File: src/rtl/uart_tx_fifo_param.sv
// Serial transmitter with a small input FIFO: start bit, DATA_WIDTH data bits LSB first,
// optional parity, 1 or 2 stop bits; queued frames go out back-to-back.
module uart_tx_fifo_param #(
    parameter int DATA_WIDTH   = 8,
    parameter int CLKS_PER_BIT = 16,
    parameter int FIFO_DEPTH   = 4,
    parameter int PARITY_MODE  = 1,
    parameter int STOP_BITS    = 1
) (
    input  logic                                clk,
    input  logic                                rst,
    input  logic [DATA_WIDTH-1:0]               data_in,
    input  logic                                start,
    output logic                                tx,
    output logic                                ready,
    output logic                                busy,
    output logic [$clog2(FIFO_DEPTH+1)-1:0]     fifo_count,
    output logic                                overflow
);
    localparam int PTR_W = $clog2(FIFO_DEPTH);
    localparam int CNT_W = $clog2(FIFO_DEPTH+1);
    localparam int CLK_W = $clog2(CLKS_PER_BIT);
    localparam int BIT_W = $clog2(DATA_WIDTH);
    localparam logic [CNT_W-1:0] FULL      = CNT_W'(FIFO_DEPTH);
    localparam logic [CLK_W-1:0] CLK_LAST  = CLK_W'(CLKS_PER_BIT-1);
    localparam logic [BIT_W-1:0] BIT_LAST  = BIT_W'(DATA_WIDTH-1);
    localparam logic [BIT_W-1:0] STOP_LAST = BIT_W'(STOP_BITS-1);

    if (DATA_WIDTH < 5 || DATA_WIDTH > 9 || CLKS_PER_BIT < 2 || FIFO_DEPTH < 2 ||
        (FIFO_DEPTH & (FIFO_DEPTH-1)) != 0 || PARITY_MODE < 0 || PARITY_MODE > 2 ||
        (STOP_BITS != 1 && STOP_BITS != 2)) begin : g_bad_param
        $error("uart_tx_fifo_param: illegal parameter value");
    end

    typedef enum logic [2:0] {S_IDLE, S_START, S_DATA, S_PARITY, S_STOP} state_t;

    state_t                  state_q, state_d;
    logic [CLK_W-1:0]        clk_cnt_q, clk_cnt_d;
    logic [BIT_W-1:0]        bit_cnt_q, bit_cnt_d;
    logic [DATA_WIDTH-1:0]   shreg_q, shreg_d;
    logic                    par_q, par_d;
    logic                    tx_q, tx_d;
    logic                    busy_q, ready_q, ovf_q, pend_q;
    logic [PTR_W-1:0]        wptr_q, rptr_q;
    logic [CNT_W-1:0]        count_q, count_d;
    logic [DATA_WIDTH-1:0]   mem_q [FIFO_DEPTH];
    logic [DATA_WIDTH-1:0]   head;
    logic                    push, pop, bit_end, head_par;

    assign head     = mem_q[rptr_q];
    assign head_par = (PARITY_MODE == 2) ? ~^head : ^head;
    // A full FIFO refuses writes even when a pop frees a slot on the same edge.
    assign push     = start && (count_q != FULL);
    assign count_d  = count_q + CNT_W'(push) - CNT_W'(pop);
    assign bit_end  = (clk_cnt_q == CLK_LAST);

    always_ff @(posedge clk) begin
        if (push) mem_q[wptr_q] <= data_in;
    end

    always_comb begin
        state_d   = state_q;
        clk_cnt_d = clk_cnt_q + CLK_W'(1);
        bit_cnt_d = bit_cnt_q;
        shreg_d   = shreg_q;
        par_d     = par_q;
        tx_d      = tx_q;
        pop       = 1'b0;
        unique case (state_q)
            S_IDLE: begin
                clk_cnt_d = '0;
                tx_d      = 1'b1;
                // pend_q delays launch one edge after a write lands in an empty FIFO.
                if (pend_q && count_q != '0) begin
                    pop = 1'b1; shreg_d = head; par_d = head_par;
                    state_d = S_START; tx_d = 1'b0;
                end
            end
            S_START: if (bit_end) begin
                clk_cnt_d = '0; bit_cnt_d = '0;
                state_d = S_DATA; tx_d = shreg_q[0];
            end
            S_DATA: if (bit_end) begin
                clk_cnt_d = '0;
                shreg_d   = shreg_q >> 1;
                if (bit_cnt_q == BIT_LAST) begin
                    bit_cnt_d = '0;
                    if (PARITY_MODE != 0) begin state_d = S_PARITY; tx_d = par_q; end
                    else begin state_d = S_STOP; tx_d = 1'b1; end
                end else begin
                    bit_cnt_d = bit_cnt_q + BIT_W'(1);
                    tx_d      = shreg_q[1];
                end
            end
            S_PARITY: if (bit_end) begin
                clk_cnt_d = '0; bit_cnt_d = '0;
                state_d = S_STOP; tx_d = 1'b1;
            end
            S_STOP: if (bit_end) begin
                clk_cnt_d = '0;
                if (bit_cnt_q == STOP_LAST) begin
                    bit_cnt_d = '0;
                    if (count_q != '0) begin
                        pop = 1'b1; shreg_d = head; par_d = head_par;
                        state_d = S_START; tx_d = 1'b0;
                    end else begin
                        state_d = S_IDLE; tx_d = 1'b1;
                    end
                end else begin
                    bit_cnt_d = bit_cnt_q + BIT_W'(1);
                end
            end
            default: begin state_d = S_IDLE; tx_d = 1'b1; end
        endcase
    end

    always_ff @(posedge clk) begin
        if (!rst) begin
            state_q   <= S_IDLE;
            clk_cnt_q <= '0;
            bit_cnt_q <= '0;
            shreg_q   <= '0;
            par_q     <= 1'b0;
            tx_q      <= 1'b1;
            busy_q    <= 1'b0;
            ready_q   <= 1'b1;
            ovf_q     <= 1'b0;
            pend_q    <= 1'b0;
            wptr_q    <= '0;
            rptr_q    <= '0;
            count_q   <= '0;
        end else begin
            state_q   <= state_d;
            clk_cnt_q <= clk_cnt_d;
            bit_cnt_q <= bit_cnt_d;
            shreg_q   <= shreg_d;
            par_q     <= par_d;
            tx_q      <= tx_d;
            busy_q    <= (state_d != S_IDLE);
            ready_q   <= (count_d != FULL);
            ovf_q     <= start && (count_q == FULL);
            pend_q    <= (count_q != '0);
            if (push) wptr_q <= wptr_q + PTR_W'(1);
            if (pop)  rptr_q <= rptr_q + PTR_W'(1);
            count_q   <= count_d;
        end
    end

    assign tx         = tx_q;
    assign busy       = busy_q;
    assign ready      = ready_q;
    assign overflow   = ovf_q;
    assign fifo_count = count_q;
endmodule

File: config.mk
export PLATFORM = sky130hd
export DESIGN_NAME = uart_tx_fifo_param
export DESIGN_NICKNAME = d
export VERILOG_FILES = /design/src/rtl/uart_tx_fifo_param.sv
export SDC_FILE = /design/constraint.sdc
export NUM_CORES = 1
export LEC_CHECK = 0
export CORE_AREA = 2 2 63 89
export DETAILED_ROUTE_END_ITERATION = 8
export DIE_AREA = 0 0 65 91
export PLACE_DENSITY = 0.72
export SYNTH_ARGS = -nofsm -noshare
export SYNTH_HDL_FRONTEND = slang
export SYNTH_SLANG_ARGS = --single-unit
export TNS_END_PERCENT = 5
File: constraint.sdc
create_clock -name clk -period 2.6 [get_ports clk]
set_input_delay 0.52 -clock clk [delete_from_list [all_inputs] [get_ports clk]]
set_output_delay 0.52 -clock clk [all_outputs]
set_load 0.01 [all_outputs]
==> metrics.csv <==
stage,metric,value,unit
timing,relSlewSlack,0.6431,
drt,drt-initial-drc-count,138,
drt,drt-wirelength-per-cell,15.10,um
placement,place_area,3122,um^2
timing,timing.hold.ws,0.4603,ns
global_routing,first_global_vias,1822,
clocking,cts_made_buffers,9,
drt,wl,4982,um
clocking,clock_latency,0.34,ns
placement,gp_congestion,0.8075,
clocking,clock_sinks,65,
synth,syn-instance-count,236,
die,rows,31,
clocking,clockBufferDepth,2,
synth,syn_avg_cell_area,12.19,um^2
clocking,clkTransAtPathRegs,0.07,ns
layout,finalNetCount,281,
drt,via_per_inst,5.518,
setup_path,setup.worst_path.end_class,register,
layout,areaGrowthSynthToFinish,15.35,%
synth,synth_top_area_frac,0.3341,
placement,port_buffers,17,
synth,syn_nets,258,
global_routing,grt_pass1_wl,8694,um
global_routing,grt_overflow,0,
setup_path,arrival,2.64,ns
timing,skew,0.01183,ns
clocking,clockRootBuffer,clkbuf_8,
synth,yosys-top-cells-area,"edfxtp_1 33%, dfxtp_1 23%, mux4_2 6.3%",
global_routing,antenna_found_initial,0,
global_routing,grt_usage,0.1990,
synth,async_reset_ff_frac,0,
clocking,cts_tree,yes,
timing,fin_crit,2.412,ns
layout,fillers,403,
timing,tightestPinTransition,0.5347,ns
layout,final_cell_area,3318,um^2
setup_path,crit_required,2.83,ns
setup_path,rrSetupSlack,0.19,ns
die,core_area,5081,um^2
die,start_util,0.5661,
timing,finalHoldViolations,0,
timing,finalCritPeriodShare,0.9276,
synth,synth_cell_types,46,
clocking,cts_setup_buffers,0,
die,floorplan.die_area,5915,um^2
drt,drtAntennaViolNets,0,
clocking,cts.htree.levels,3,
layout,drive_gt1_frac,0.1288,
power_and_ir_drop,ir_worst_vdd,601.0,uV
timing,finalSetupViolCount,0,
setup_path,crit_path_start_kind,register,
synth,syn-cell-area,2877,um^2
setup_path,path_class,register to register,
drt,post-route-drc-count,0,
timing,fmax,414.6,MHz
synth,synth-edff-count,32,
die,io_pins,18,
timing,grt_setup_unrepaired,false,
synth,ys_top_cells_by_count,"33 x dfxtp_1, 32 x edfxtp_1, 12 x and2_1, 12 x nand3_1, 12 x o21ai_0",
drt,first_pass_iters,4,
drt,vias,1821,
run_status,status,completed,
setup_path,cp_max_fo,5,
layout,antenna_cells,0,
power_and_ir_drop,power.density,942.8,nW/um^2
synth,yosysWarnings,0,
min_path,hold_class,register to register,
synth,synth_most_common_cell,dfxtp_1,
synth,yosysTopAreaCell,edfxtp_1,
die,dieWidth,65,um
job,maxCapViolCount,0,
timing,report.final.slew_viol_count,0,
global_routing,grt_max_degree,31,
placement,hpwl,3430,um
die,die_height,91,um
synth,ys_ff_latch,65,
power_and_ir_drop,p_leak,1.266,nW
synth,seq_area_frac_synth,0.5637,
synth,ys.flop_type,dfxtp_1,
metal layers:
layer,vias to the layer above,part of all wire,GRT usage
li1,896,-,-
met1,892,0.43,0.2358
met2,23,0.52,0.3230
met3,10,0.027,0.05204
met4,0,0.025,0.1117
met5,-,0,0
path summary, 6_finish.rpt:
check / cells past startpoint / start / to
hold reg to reg: 1 / clk_cnt_q[0]$_SDFF_PN0_ / clk_cnt_q[0]$_SDFF_PN0_
setup / recovery: 11 / clk_cnt_q[0]$_SDFF_PN0_ / ready$_SDFF_PN1_
hold / removal: 1 / clk_cnt_q[0]$_SDFF_PN0_ / clk_cnt_q[0]$_SDFF_PN0_
setup reg to reg: 11 / clk_cnt_q[0]$_SDFF_PN0_ / ready$_SDFF_PN1_
power breakdown:
group	internal (mW)	leakage [nW]	switching, mW
clock network	0.444	0.0847	0.395
registers	1.25	0.562	0.117
logic	0.475	0.619	0.445
through the flow:
stage	power, mW	setup slack [ns]	util	std cells	setup TNS [ns]
global placement	2.302	0.04212	0.6144	314	0
global route	3.337	0.007477	0.6530	330	0
detailed placement	2.316	-0.03650	0.6144	314	-0.03650
finish	3.128	0.1883	0.6530	330	0
CTS	3.164	0.1436	0.6530	330	0
floorplan	2.065	0.3005	-	236	0
cells by family after synthesis:
logic type / share of synthesized area
buf+inv: 0.03132
mux: 0.06611
compound gates: 0.1118
simple gates: 0.1340
fa+ha+maj: 0.05046
flops: 0.5637
xor+xnor: 0.04262
cells in the final DEF, fill, tap and decap left out, types with 2 or more instances in the layout:
cell type	n
clkbuf_8	9
and3_1	4
inv_1	10
a21boi_0	4
and2_1	12
nand3_1	12
clkinvlp_4	4
nand4_1	2
nor2_1	11
dfxtp_1	33
o211a_1	7
xnor2_1	10
xor2_1	4
a21oi_1	9
nor2b_1	5
nand2_1	11
nor3_1	2
nand2b_1	3
edfxtp_1	32
ha_1	10
clkdlybuf4s50_1	17
mux4_2	8
o21a_1	2
a211oi_1	2
o21ai_0	12
buf_4	6
critical path, cell delays in order, from the launching register on:
cell,delay [ns]
dfxtp_1,0.33
ha_1,0.23
and3_1,0.25
a31oi_1,0.18
nor3_2,0.07
ha_1,0.28
inv_1,0.04
ha_1,0.18
fa_1,0.37
xnor2_1,0.16
and2_1,0.15
nand2_1,0.05
repair_timing:
item / in CTS / in global routing
hold endpoints to repair: 0 / 0
hold buffers: 0 / 0
resized for setup: 0 / 0
setup endpoints to repair: 0 / 1
flip-flops by register name (all words and copies together), names as in the netlist, named ones only:
signal,flops
bit_cnt_q,3
busy,1
clk_cnt_q,4
fifo_count,3
mem_q,32
overflow,1
par_q,1
pend_q,1
ready,1
rptr_q,2
shreg_q,8
state_q,3
tx,1
wptr_q,2
layout make-up:
| type | instances | area [um^2] | area share |
|---|---|---|---|
| timing repair buffer | 23 | 215.2 | 0.06486 |
| multi-input combinational | 150 | 1165 | 0.3511 |
| sequential | 65 | 1622 | 0.4887 |
| tap | 66 | 82.58 | 0.02489 |
| inverter | 10 | 37.54 | 0.01131 |
| clock buffer | 10 | 127.6 | 0.03846 |
| clock inverter | 6 | 68.82 | 0.02074 |
No activity file was read; power rests on OpenSTA's default activity.
